--- config.mk ---
export PLATFORM = sky130hd
export DESIGN_NAME = key_packer
export DESIGN_NICKNAME = d
export VERILOG_FILES = /design/src/rtl/key_packer_pkg.sv /design/src/rtl/key_packer_out_slice.sv /design/src/rtl/key_packer.sv
export SDC_FILE = /design/constraint.sdc
export NUM_CORES = 1
export LEC_CHECK = 0
export ABC_CLOCK_PERIOD_IN_PS = 3700
export CELL_PAD_IN_SITES_DETAIL_PLACEMENT = 1
export CELL_PAD_IN_SITES_GLOBAL_PLACEMENT = 1
export CORE_ASPECT_RATIO = 1.4
export CORE_MARGIN = 1
export CORE_UTILIZATION = 45
export CTS_CLUSTER_DIAMETER = 80
export CTS_CLUSTER_SIZE = 16
export DETAILED_ROUTE_END_ITERATION = 7
export GPL_ROUTABILITY_DRIVEN = 0
export GPL_TIMING_DRIVEN = 0
export PLACE_DENSITY = 0.83
export SLEW_MARGIN = 30
export SYNTH_ARGS = -nofsm -noshare
export SYNTH_HDL_FRONTEND = slang
export SYNTH_HIERARCHICAL = 1
export SYNTH_SLANG_ARGS = --single-unit
--- constraint.sdc ---
create_clock -name CLK -period 3.7 [get_ports CLK]
set_input_delay 0.74 -clock CLK [delete_from_list [all_inputs] [get_ports CLK]]
set_output_delay 0.74 -clock CLK [all_outputs]
set_load 0.02 [all_outputs]
--- src/rtl/key_packer_pkg.sv ---
// ----------------------------------------------------------------------------
// key_packer_pkg
//   Shared definitions for the key packer: chunk geometry, FSM encoding,
//   the payload carried from the fill buffer to the output register, and the
//   byte-lane helper that places a key byte into a 12-byte chunk.
//   Lane mapping: fill index i lands in k[i/4][8*(i%4)+:8], so the first key
//   byte of a chunk ends up in k0[7:0] (little-endian, lookup3 order).
// ----------------------------------------------------------------------------
package key_packer_pkg;

    localparam int DATA_W      = 8;
    localparam int CHUNK_BYTES = 12;
    localparam int CHUNK_W     = DATA_W * CHUNK_BYTES;

    typedef enum logic {
        ST_IDLE = 1'b0,
        ST_KEY  = 1'b1
    } state_e;

    // One emitted beat: three hash words plus per-chunk bookkeeping.
    typedef struct packed {
        logic [31:0] k0;
        logic [31:0] k1;
        logic [31:0] k2;
        logic [7:0]  rem;
        logic        first;
        logic        last;
        logic        err;
        logic [7:0]  key_length;
    } chunk_t;

    // Return 'chunk' with byte lane 'idx' replaced by 'data'.
    function automatic logic [CHUNK_W-1:0] lane_write(
        input logic [CHUNK_W-1:0] chunk,
        input logic [3:0]         idx,
        input logic [DATA_W-1:0]  data
    );
        logic [CHUNK_W-1:0] res;
        res = chunk;
        for (int i = 0; i < CHUNK_BYTES; i++) begin
            if (idx == 4'(i)) begin
                res[DATA_W*i +: DATA_W] = data;
            end
        end
        return res;
    endfunction

endpackage

--- src/rtl/key_packer_out_slice.sv ---
// ----------------------------------------------------------------------------
// key_packer_out_slice
//   Output register of the key packer. Holds one chunk with valid/ready
//   semantics: the payload stays stable while out_valid is high and
//   out_ready is low. The parent only asserts 'load' when the register is
//   empty or is being drained in the same cycle, so a load always wins.
// Ports
//   CLK, RST   clock, synchronous active-high reset (clears valid and payload)
//   load       capture 'din' this cycle
//   din        chunk payload from the fill buffer
//   out_ready  downstream consumes the held chunk
//   out_valid  a chunk is held
//   dout       held chunk payload
// ----------------------------------------------------------------------------
module key_packer_out_slice
    import key_packer_pkg::*;
(
    input  logic   CLK,
    input  logic   RST,
    input  logic   load,
    input  chunk_t din,
    input  logic   out_ready,
    output logic   out_valid,
    output chunk_t dout
);

    logic   vld_p1;
    chunk_t data_p1;

    // ---- stage p1: output register ----
    always_ff @(posedge CLK) begin
        if (RST) begin
            vld_p1  <= 1'b0;
            data_p1 <= '0;
        end else if (load) begin
            vld_p1  <= 1'b1;
            data_p1 <= din;
        end else if (out_ready) begin
            vld_p1  <= 1'b0;
        end
    end

    assign out_valid = vld_p1;
    assign dout      = data_p1;

endmodule

--- src/rtl/key_packer.sv ---
// ----------------------------------------------------------------------------
// key_packer
//   Front end of the lookup3 hash pipeline. Accepts memcache key bytes one
//   per cycle and packs them little-endian into 12-byte chunks (k0,k1,k2),
//   emitting one chunk per beat with its byte count, first/last markers,
//   the total kept key length on the last beat, and an error flag for keys
//   that were truncated (longer than MAX_KEY_LEN) or aborted by a new sop.
// Ports
//   CLK, RST        clock, synchronous active-high reset
//   in_valid/ready  key byte handshake; in_data byte, in_sop/in_eop markers
//   out_valid/ready chunk handshake
//   out_k0..k2      chunk words, unused bytes zero
//   out_rem         bytes in this chunk (1..12)
//   out_first/last  chunk holds key byte 0 / chunk ends the key
//   out_key_length  kept key bytes, non-zero only with out_last
//   out_err         with out_last: key truncated or aborted
//   drop_cnt        saturating count of bytes seen while idle without sop
// ----------------------------------------------------------------------------
module key_packer
    import key_packer_pkg::*;
#(
    parameter int MAX_KEY_LEN = 250
) (
    input  logic        CLK,
    input  logic        RST,
    input  logic        in_valid,
    output logic        in_ready,
    input  logic [7:0]  in_data,
    input  logic        in_sop,
    input  logic        in_eop,
    output logic        out_valid,
    input  logic        out_ready,
    output logic [31:0] out_k0,
    output logic [31:0] out_k1,
    output logic [31:0] out_k2,
    output logic [7:0]  out_rem,
    output logic        out_first,
    output logic        out_last,
    output logic [7:0]  out_key_length,
    output logic        out_err,
    output logic [15:0] drop_cnt
);

    localparam logic [7:0] MAX_LEN  = 8'(MAX_KEY_LEN);
    localparam logic [3:0] FULL_CNT = 4'(CHUNK_BYTES);

    // Fill buffer. vld_p0 marks a closed chunk waiting to move out; a closed
    // chunk is always the last chunk of its key. A chunk that fills to 12
    // bytes without eop stays open and moves out together with the next key
    // byte, so the fill buffer is never empty while a key is in progress and
    // an abort or truncation always has a chunk to carry last/err.
    state_e             state;
    logic [CHUNK_W-1:0] buf_p0;
    logic [3:0]         cnt_p0;
    logic               first_p0;
    logic               err_p0;
    logic               vld_p0;
    logic [7:0]         len_p0;
    logic [15:0]        drop_cnt_r;

    logic   out_free;
    logic   buf_full;
    logic   len_full;
    logic   accept;
    logic   abort;
    logic   move_last;
    logic   move_full;
    logic   load;
    chunk_t chunk_d;
    chunk_t chunk_q;

    assign out_free = !out_valid || out_ready;
    assign buf_full = (cnt_p0 == FULL_CNT);
    assign len_full = (len_p0 == MAX_LEN);

    // In KEY a new sop is refused for one cycle while the partial chunk is
    // closed as aborted. A continuation byte that would start a new chunk can
    // only be taken when the full chunk can move out in the same cycle.
    always_comb begin
        in_ready = 1'b0;
        if (state == ST_IDLE) begin
            in_ready = !vld_p0 || out_free;
        end else begin
            in_ready = !in_sop && !(buf_full && !len_full && !out_free);
        end
    end

    assign accept    = in_valid && in_ready;
    assign abort     = (state == ST_KEY) && in_valid && in_sop;
    assign move_last = vld_p0 && out_free;
    assign move_full = accept && (state == ST_KEY) && buf_full && !len_full;
    assign load      = move_last || move_full;

    always_comb begin
        chunk_d            = '0;
        chunk_d.k0         = buf_p0[31:0];
        chunk_d.k1         = buf_p0[63:32];
        chunk_d.k2         = buf_p0[95:64];
        chunk_d.rem        = {4'd0, cnt_p0};
        chunk_d.first      = first_p0;
        chunk_d.last       = vld_p0;
        chunk_d.err        = vld_p0 && err_p0;
        chunk_d.key_length = vld_p0 ? len_p0 : 8'd0;
    end

    // ---- stage p0: FSM, fill buffer, length and drop counters ----
    always_ff @(posedge CLK) begin
        if (RST) begin
            state      <= ST_IDLE;
            buf_p0     <= '0;
            cnt_p0     <= 4'd0;
            first_p0   <= 1'b0;
            err_p0     <= 1'b0;
            vld_p0     <= 1'b0;
            len_p0     <= 8'd0;
            drop_cnt_r <= 16'd0;
        end else begin
            if (move_last) begin
                vld_p0 <= 1'b0;
            end
            case (state)
                ST_IDLE: begin
                    if (accept) begin
                        if (in_sop) begin
                            buf_p0   <= lane_write('0, 4'd0, in_data);
                            cnt_p0   <= 4'd1;
                            first_p0 <= 1'b1;
                            err_p0   <= 1'b0;
                            len_p0   <= 8'd1;
                            if (in_eop) begin
                                vld_p0 <= 1'b1;
                            end else begin
                                state <= ST_KEY;
                            end
                        end else if (drop_cnt_r != 16'hFFFF) begin
                            drop_cnt_r <= drop_cnt_r + 16'd1;
                        end
                    end
                end
                ST_KEY: begin
                    if (abort) begin
                        vld_p0 <= 1'b1;
                        err_p0 <= 1'b1;
                        state  <= ST_IDLE;
                    end else if (accept) begin
                        // Bytes past MAX_LEN are consumed but not stored.
                        if (!len_full) begin
                            if (buf_full) begin
                                buf_p0   <= lane_write('0, 4'd0, in_data);
                                cnt_p0   <= 4'd1;
                                first_p0 <= 1'b0;
                            end else begin
                                buf_p0 <= lane_write(buf_p0, cnt_p0, in_data);
                                cnt_p0 <= cnt_p0 + 4'd1;
                            end
                            len_p0 <= len_p0 + 8'd1;
                        end
                        // An eop arriving with len already at MAX_LEN is an
                        // excess byte, hence the key was truncated.
                        if (in_eop) begin
                            vld_p0 <= 1'b1;
                            err_p0 <= len_full;
                            state  <= ST_IDLE;
                        end
                    end
                end
                default: state <= ST_IDLE;
            endcase
        end
    end

    key_packer_out_slice u_out_slice (
        .CLK       (CLK),
        .RST       (RST),
        .load      (load),
        .din       (chunk_d),
        .out_ready (out_ready),
        .out_valid (out_valid),
        .dout      (chunk_q)
    );

    assign out_k0         = chunk_q.k0;
    assign out_k1         = chunk_q.k1;
    assign out_k2         = chunk_q.k2;
    assign out_rem        = chunk_q.rem;
    assign out_first      = chunk_q.first;
    assign out_last       = chunk_q.last;
    assign out_err        = chunk_q.err;
    assign out_key_length = chunk_q.key_length;
    assign drop_cnt       = drop_cnt_r;

endmodule

# [Word-level counts from Yosys, hierarchy flattened]
# Index checks and enable logic that the tools add are counted.
[classes] n_eq_ne=34 n_bitwise=2 reduce_logical=38 mux=62 addsub=3
[ops] cell="$mux W96" n=6
[ops] cell="$pmux W96 S2" n=1
[ops] cell="$mux W8" n=18
[ops] cell="$reduce_and A6 Y1" n=13
[ops] cell="$ne A3 B1 Y1 const B" n=13
[ops] cell="$mux W1" n=25
[ops] cell="$mux W4" n=6
[ops] cell="$eq A4 B4 Y1 const B" n=5
[ops] cell="$add A16 B1 Y16 const B" n=1
[ops] cell="$eq A4 B3 Y1 const B" n=4
[ops] cell="$ne A16 B16 Y1 const B" n=1
[ops] cell="$pmux W8 S2" n=1
[ops] cell="$logic_and A1 B1 Y1" n=11
[ops] cell="$add A8 B1 Y8 const B" n=1
[ops] cell="$eq A4 B2 Y1 const B" n=2
[ops] cell="$eq A8 B8 Y1 const B" n=1
[ops] cell="$ne A2 B2 Y1 const B" n=4
[ops] cell="$pmux W1 S2" n=4
[ops] cell="$pmux W4 S2" n=1
[ops] cell="$reduce_and A4 Y1" n=2
[ops] cell="$logic_not A1 Y1" n=6
[ops] cell="$reduce_and A5 Y1" n=1
[ops] cell="$add A4 B1 Y4 const B" n=1
[ops] cell="$eq A4 B1 Y1 const B" n=1
[ops] cell="6 further kinds" n=10
[word_totals] input_bits=14 out_inout_bits=133 regBits=240

# [Depth between registers and ports, before layout]
[logic_depth] word_depth=13 ltp_mapped=11

# [Cells and area by module]
# Netlist, hierarchy kept.
[modules_own_cells] mod="key_packer" seq_area_each_um2=2562.5 cells_per_inst=534 instances=1 area_per_inst_um2=5431.5
[modules_own_cells] mod="key_packer_out_slice" seq_area_each_um2=2322.2 cells_per_inst=375 instances=1 area_per_inst_um2=4091.4

# [Worst setup path before layout]
# No wires, ideal clock.
[synth_path] path_kind="input-to-output" from="input out_ready" to="output in_ready" setup_slack_ns=1.329 t_arrival_ns=1.631 stages=4 path_cell_list="nand2b_1 nor2_1 a21o_1 a21oi_1"
[synth_between] elab_chain_len=6 elab_cells_between_ends=7
[synth_rtl] element="from (decl)" line="key_packer.sv:32" text="input logic out_ready,"
[synth_rtl] element="$logic_or A1 B1 Y1 *" line="key_packer.sv:72" text="assign out_free = !out_valid || out_ready;"
[synth_rtl] element="$logic_not A1 Y1" line="key_packer.sv:84" text="in_ready = !in_sop && !(buf_full && !len_full && !out_free);"
[synth_rtl] element="$logic_and A1 B1 Y1" line="key_packer.sv:84"
[synth_rtl] element="$logic_not A1 Y1" line="key_packer.sv:84"
[synth_rtl] element="$logic_and A1 B1 Y1" line="key_packer.sv:84"
[synth_rtl] element="$mux W1 *" line="key_packer.sv:81" text="if (state == ST_IDLE) begin"
[synth_rtl] element="to (decl)" line="key_packer.sv:27" text="output logic in_ready,"
# Mark *: on every way between the ends. The rest lies on a longest branch, timed or not.

# [Final worst setup path]
[layout_path] from="register cnt_p0[0]" to="output in_ready"
[layout_between] elab_chain_len=6
[layout_rtl] element="from (decl)" line="key_packer.sv:54" text="logic [3:0] cnt_p0;"
[layout_rtl] element="from (signal assigned)" line="key_packer.sv:154" text="cnt_p0 <= cnt_p0 + 4'd1;"
[layout_rtl] element="$eq A4 B4 Y1" line="key_packer.sv:73" text="assign buf_full = (cnt_p0 == FULL_CNT);"
[layout_rtl] element="$logic_and A1 B1 Y1 (2 in a row)" line="key_packer.sv:84"
[layout_rtl] element="$logic_not A1 Y1" line="key_packer.sv:84"
[layout_rtl] element="$logic_and A1 B1 Y1" line="key_packer.sv:84"
[layout_rtl] element="$mux W1" line="key_packer.sv:81"
# Every way passes these cells.

==> metrics.log <==
INFO  metric status = complete, but fails checks
INFO  metric violations_in_the_final_reports = design-rule violations
INFO  metric dieArea = roughly 22000 sq um
INFO  metric cts_setup_buffers = 0
INFO  metric cts.sink_count = around 240
INFO  metric timing.critical_path.arrival = 2770 ps
INFO  metric synth_seq_area_share = about half
INFO  metric slowest_delay = ~640 ps
INFO  metric finalCritPeriodShare = a little over nine tenths
INFO  metric worst_skew_pair.late_latency = about 500 ps
INFO  metric cp_cell_sequence = inv_1 -> ha_1 -> nand3_1 -> nor2_2 -> a21o_1 -> a21oi_1 -> clkdlybuf4s50_1
INFO  metric nFillCells = ~2200
INFO  metric global_route.overflow_total = 0
INFO  metric post_cts.resized_instances = 0
INFO  metric postLayoutCoreUtil = a little under three fifths
INFO  metric die_w = around 120 um
INFO  metric timing.rr.end = buf_p0[93]
INFO  metric hpwlAfterDp = approximately 19000 um
INFO  metric wire_length_of_the_first_global_routing_pass = 41200 um
INFO  metric io_pins = 147
INFO  metric detail-route-antenna-nets = 0
INFO  metric postCtsHoldBufs = 0
INFO  metric timing.hold.worst.class = flop to flop
INFO  metric path_clk_slew = around 70 ps
INFO  metric rows = 62
INFO  metric critical_path_depth = 7
INFO  metric synth_top_flop_cell = sky130_fd_sc_hd__dfxtp_1
INFO  metric r2r-start = cnt_p0[0]
INFO  metric final_nets = ~1100
INFO  metric critPathCapture = in_ready
INFO  metric multiInputGateArea = 4370 sq um
INFO  metric synth_area = roughly 9500 sq um
INFO  metric drt-initial-drc-count = about 320
INFO  metric slew-limit-headroom = around 45%
INFO  metric placement.setup.worst_slack = roughly 120 ps
INFO  metric fin_worst_skew = just under 20 ps
INFO  metric placement.io_buffers = 145
INFO  metric achievable-frequency = around 290 MHz
INFO  metric cts_htree_levels = 1
INFO  metric mean_syn_cell_area = ~10 sq um
INFO  metric cp-start-kind = flop
INFO  metric synthToLayoutAreaGrowth = 24.0%
INFO  metric ys_async_sr_fraction = 0%
INFO  metric synth-edff-count = 0
INFO  metric number_of_antenna_violations_at_the_first_check_in_global_routing = 0
INFO  metric period_needed = ~3500 ps
INFO  metric die_height = approximately 170 um
INFO  metric timing.setup.tns = 0 ps
INFO  metric max_cap_violations = 0
INFO  metric layout_setup_ws = ~190 ps
INFO  metric cell_area_after_placement = around 11000 sq um
INFO  metric worst_ir_drop_on_vdd = 0.000402 V
INFO  metric timing.final.setup_violations = 0
INFO  metric rsz0062_at_grt = false
INFO  metric leakage_power = about 4.1 nW
INFO  metric grt_use_total = 23.8%
INFO  metric postRouteWirelength = 25700 um
INFO  metric post_route_cell_area = roughly 12000 sq um
INFO  metric ys_types = just over 60
INFO  metric cts_tree = built
INFO  metric number_of_buffers_inserted_during_clock_tree_synthesis = 19
INFO  metric remaining_drc_errors = 16
INFO  metric antenna_cells_inserted = 0
INFO  metric vias_in_the_first_global_route = ~7600
INFO  metric maximum_number_of_pins_on_one_net_before_global_route_repair = 17
INFO  metric tightest_slew = between 800 and 900 ps
INFO  metric clock_tree.root_cell = sky130_fd_sc_hd__clkbuf_16
INFO  metric number_of_vias_after_detailed_routing = around 7300
INFO  metric slew_viol_final = 0
INFO  metric share_of_post_route_cells_with_drive_strength_above_1 = slightly above 7%
INFO  metric class_of_the_most_critical_setup_path = flop to primary output
INFO  metric hold_violations = 0
INFO  metric tot_pwr = 4.79 mW
INFO  metric critical_path_required = approximately 3000 ps
INFO  metric r2r_cells = 8
INFO  metric reg2reg_setup_slack = 690 ps
INFO  metric routed_length_per_instance = around 19 um
INFO  metric floorplan.core_area = slightly above 20000 sq um
INFO  metric yosys_reg_bits = between 200 and 250
INFO  metric setup.worst_path.end_class = primary output
INFO  metric p_per_area = ~410 nW/um^2
INFO  metric ff_latch_area = 4880 sq um
INFO  metric dr.pass1.iters = 7
INFO  metric critical_path.n_buffers_inverters = 2
INFO  metric worst_setup_path_startpoint = cnt_p0[0]
INFO  metric synthCells = roughly 900
INFO  metric critical_path_peak_fanout = 8
INFO  metric yosys_warnings = 6
INFO  metric via_per_inst = approximately 5.5
INFO  metric cts_buffer_depth = 3
INFO  metric cp_max_delay_cell = sky130_fd_sc_hd__clkdlybuf4s50_1
INFO  metric cpLargestDelayFamily = buffers and inverters
INFO  metric initial_core_util = between 40% and 50%
per-layer routing:
metal,vias to the layer above,wire [um],global-route usage (%)
met5,-,0,0
met1,3604,10300,27.2
li1,3482,-,-
met3,50,1280,4.34
met4,0,547,6.35
met2,163,13600,45.0
final cells by class:
| class | instances | area share, % |
|---|---|---|
| clock buffer | 19 | 4.03 |
| inverter | 7 | 0.223 |
| buffer | 46 | 2.18 |
| multi-input combinational | 615 | 37.0 |
| sequential | 244 | 41.4 |
| clock inverter | 2 | 0.212 |
| timing repair buffer | 145 | 12.3 |
| tap | 256 | 2.71 |
Yosys cell counts (all sizes together), types with 2 or more instances:
| cell | number | area share (%) |
|---|---|---|
| dfxtp | 244 | 51 |
| nor2 | 173 | 7.5 |
| mux2i | 170 | 18 |
| a22o | 48 | 4.4 |
| nand2b | 45 | 3.0 |
| a21oi | 28 | 1.7 |
| buf | 25 | 1.9 |
| nand2 | 22 | 0.87 |
| clkbuf | 21 | 0.84 |
| nand3 | 18 | 0.95 |
| xnor2 | 15 | 1.4 |
| and2 | 14 | 0.92 |
| nor3 | 10 | 0.93 |
| ha | 7 | 0.92 |
| inv | 7 | 0.28 |
| nand4 | 6 | 0.62 |
| a31oi | 5 | 0.39 |
| o21ai | 5 | 0.30 |
| a211oi | 4 | 0.37 |
| nor4 | 4 | 0.33 |
| a21o | 3 | 0.24 |
| and3 | 3 | 0.20 |
| o31ai | 3 | 0.38 |
| a311oi | 2 | 0.18 |
| and4 | 2 | 0.18 |
| nand3b | 2 | 0.20 |
| nor2b | 2 | 0.13 |
| o21a | 2 | 0.16 |
| o221ai | 2 | 0.18 |
| or2 | 2 | 0.13 |
| or4 | 2 | 0.16 |
cells by family (layout without fill, tap and decap cells):
logic type               after synthesis  after routing  synth area share (%)
AND/OR/NAND/NOR                      309            309                  16.4
flip-flops                           244            244                  51.3
multiplexers                         171            171                  18.0
AO/OA/AOI/OAI                        109            109                  8.95
buffers and inverters                 53            219                  2.98
XOR/XNOR                              15             15                  1.38
adder cells (fa/ha/maj)                7              7                 0.920
other                                  1              4                0.0394
worst min path at each step:
stage / to / cells past startpoint / startpoint
floorplan: err_p0 / 2 / err_p0
global placement: buf_p0[80] / 1 / buf_p0[80]
detailed placement: buf_p0[36] / 2 / buf_p0[36]
CTS: buf_p0[64] / 2 / buf_p0[64]
global route: buf_p0[64] / 2 / buf_p0[64]
finish: buf_p0[64] / 2 / buf_p0[64]
tightest hold or removal path: stages (launching register included):
cell                       delay (ps)
sky130_fd_sc_hd__dfxtp_1          320
sky130_fd_sc_hd__nand2b_1          60
sky130_fd_sc_hd__mux2i_1           50
flip-flops by register name (all words and copies together) (netlist names):
register and count:
u_out_slice/dout 115, buf_p0 96, drop_cnt 16, len_p0 8
cnt_p0 4, err_p0 1, first_p0 1, state 1
u_out_slice/out_valid 1, vld_p0 1
layout by cell type (no fill, tap or decap), types with 10 or more instances in the layout:
cell                              count
sky130_fd_sc_hd__dfxtp_1            244
sky130_fd_sc_hd__nand3_1             18
sky130_fd_sc_hd__clkbuf_16           19
sky130_fd_sc_hd__clkdlybuf4s50_1    145
sky130_fd_sc_hd__xnor2_1             15
sky130_fd_sc_hd__and2_1              14
sky130_fd_sc_hd__buf_4               10
sky130_fd_sc_hd__a22o_1              48
sky130_fd_sc_hd__nor2_1             163
sky130_fd_sc_hd__mux2i_1            170
sky130_fd_sc_hd__nand2_1             22
sky130_fd_sc_hd__clkbuf_1            20
sky130_fd_sc_hd__a21oi_1             22
sky130_fd_sc_hd__nand2b_1            45
through the flow:
step / cells / hold WS [ps]
3_3_place_gp: 1313 / 457
2_1_floorplan: 912 / 437
3_5_place_dp: 1313 / 463
5_1_grt: 1334 / 490
6_report: 1334 / 475
4_1_cts: 1334 / 479
report_power, final:
| part | internal, mW | total (mW) | leakage (nW) | switching, mW |
|---|---|---|---|---|
| clock | 0.925 | 1.84 | 0.246 | 0.912 |
| combinational | 0.112 | 0.298 | 1.92 | 0.187 |
| sequential | 2.64 | 2.66 | 1.97 | 0.0163 |
| total | 3.68 | 4.79 | 4.13 | 1.11 |
(Power assumes the default switching activity.)
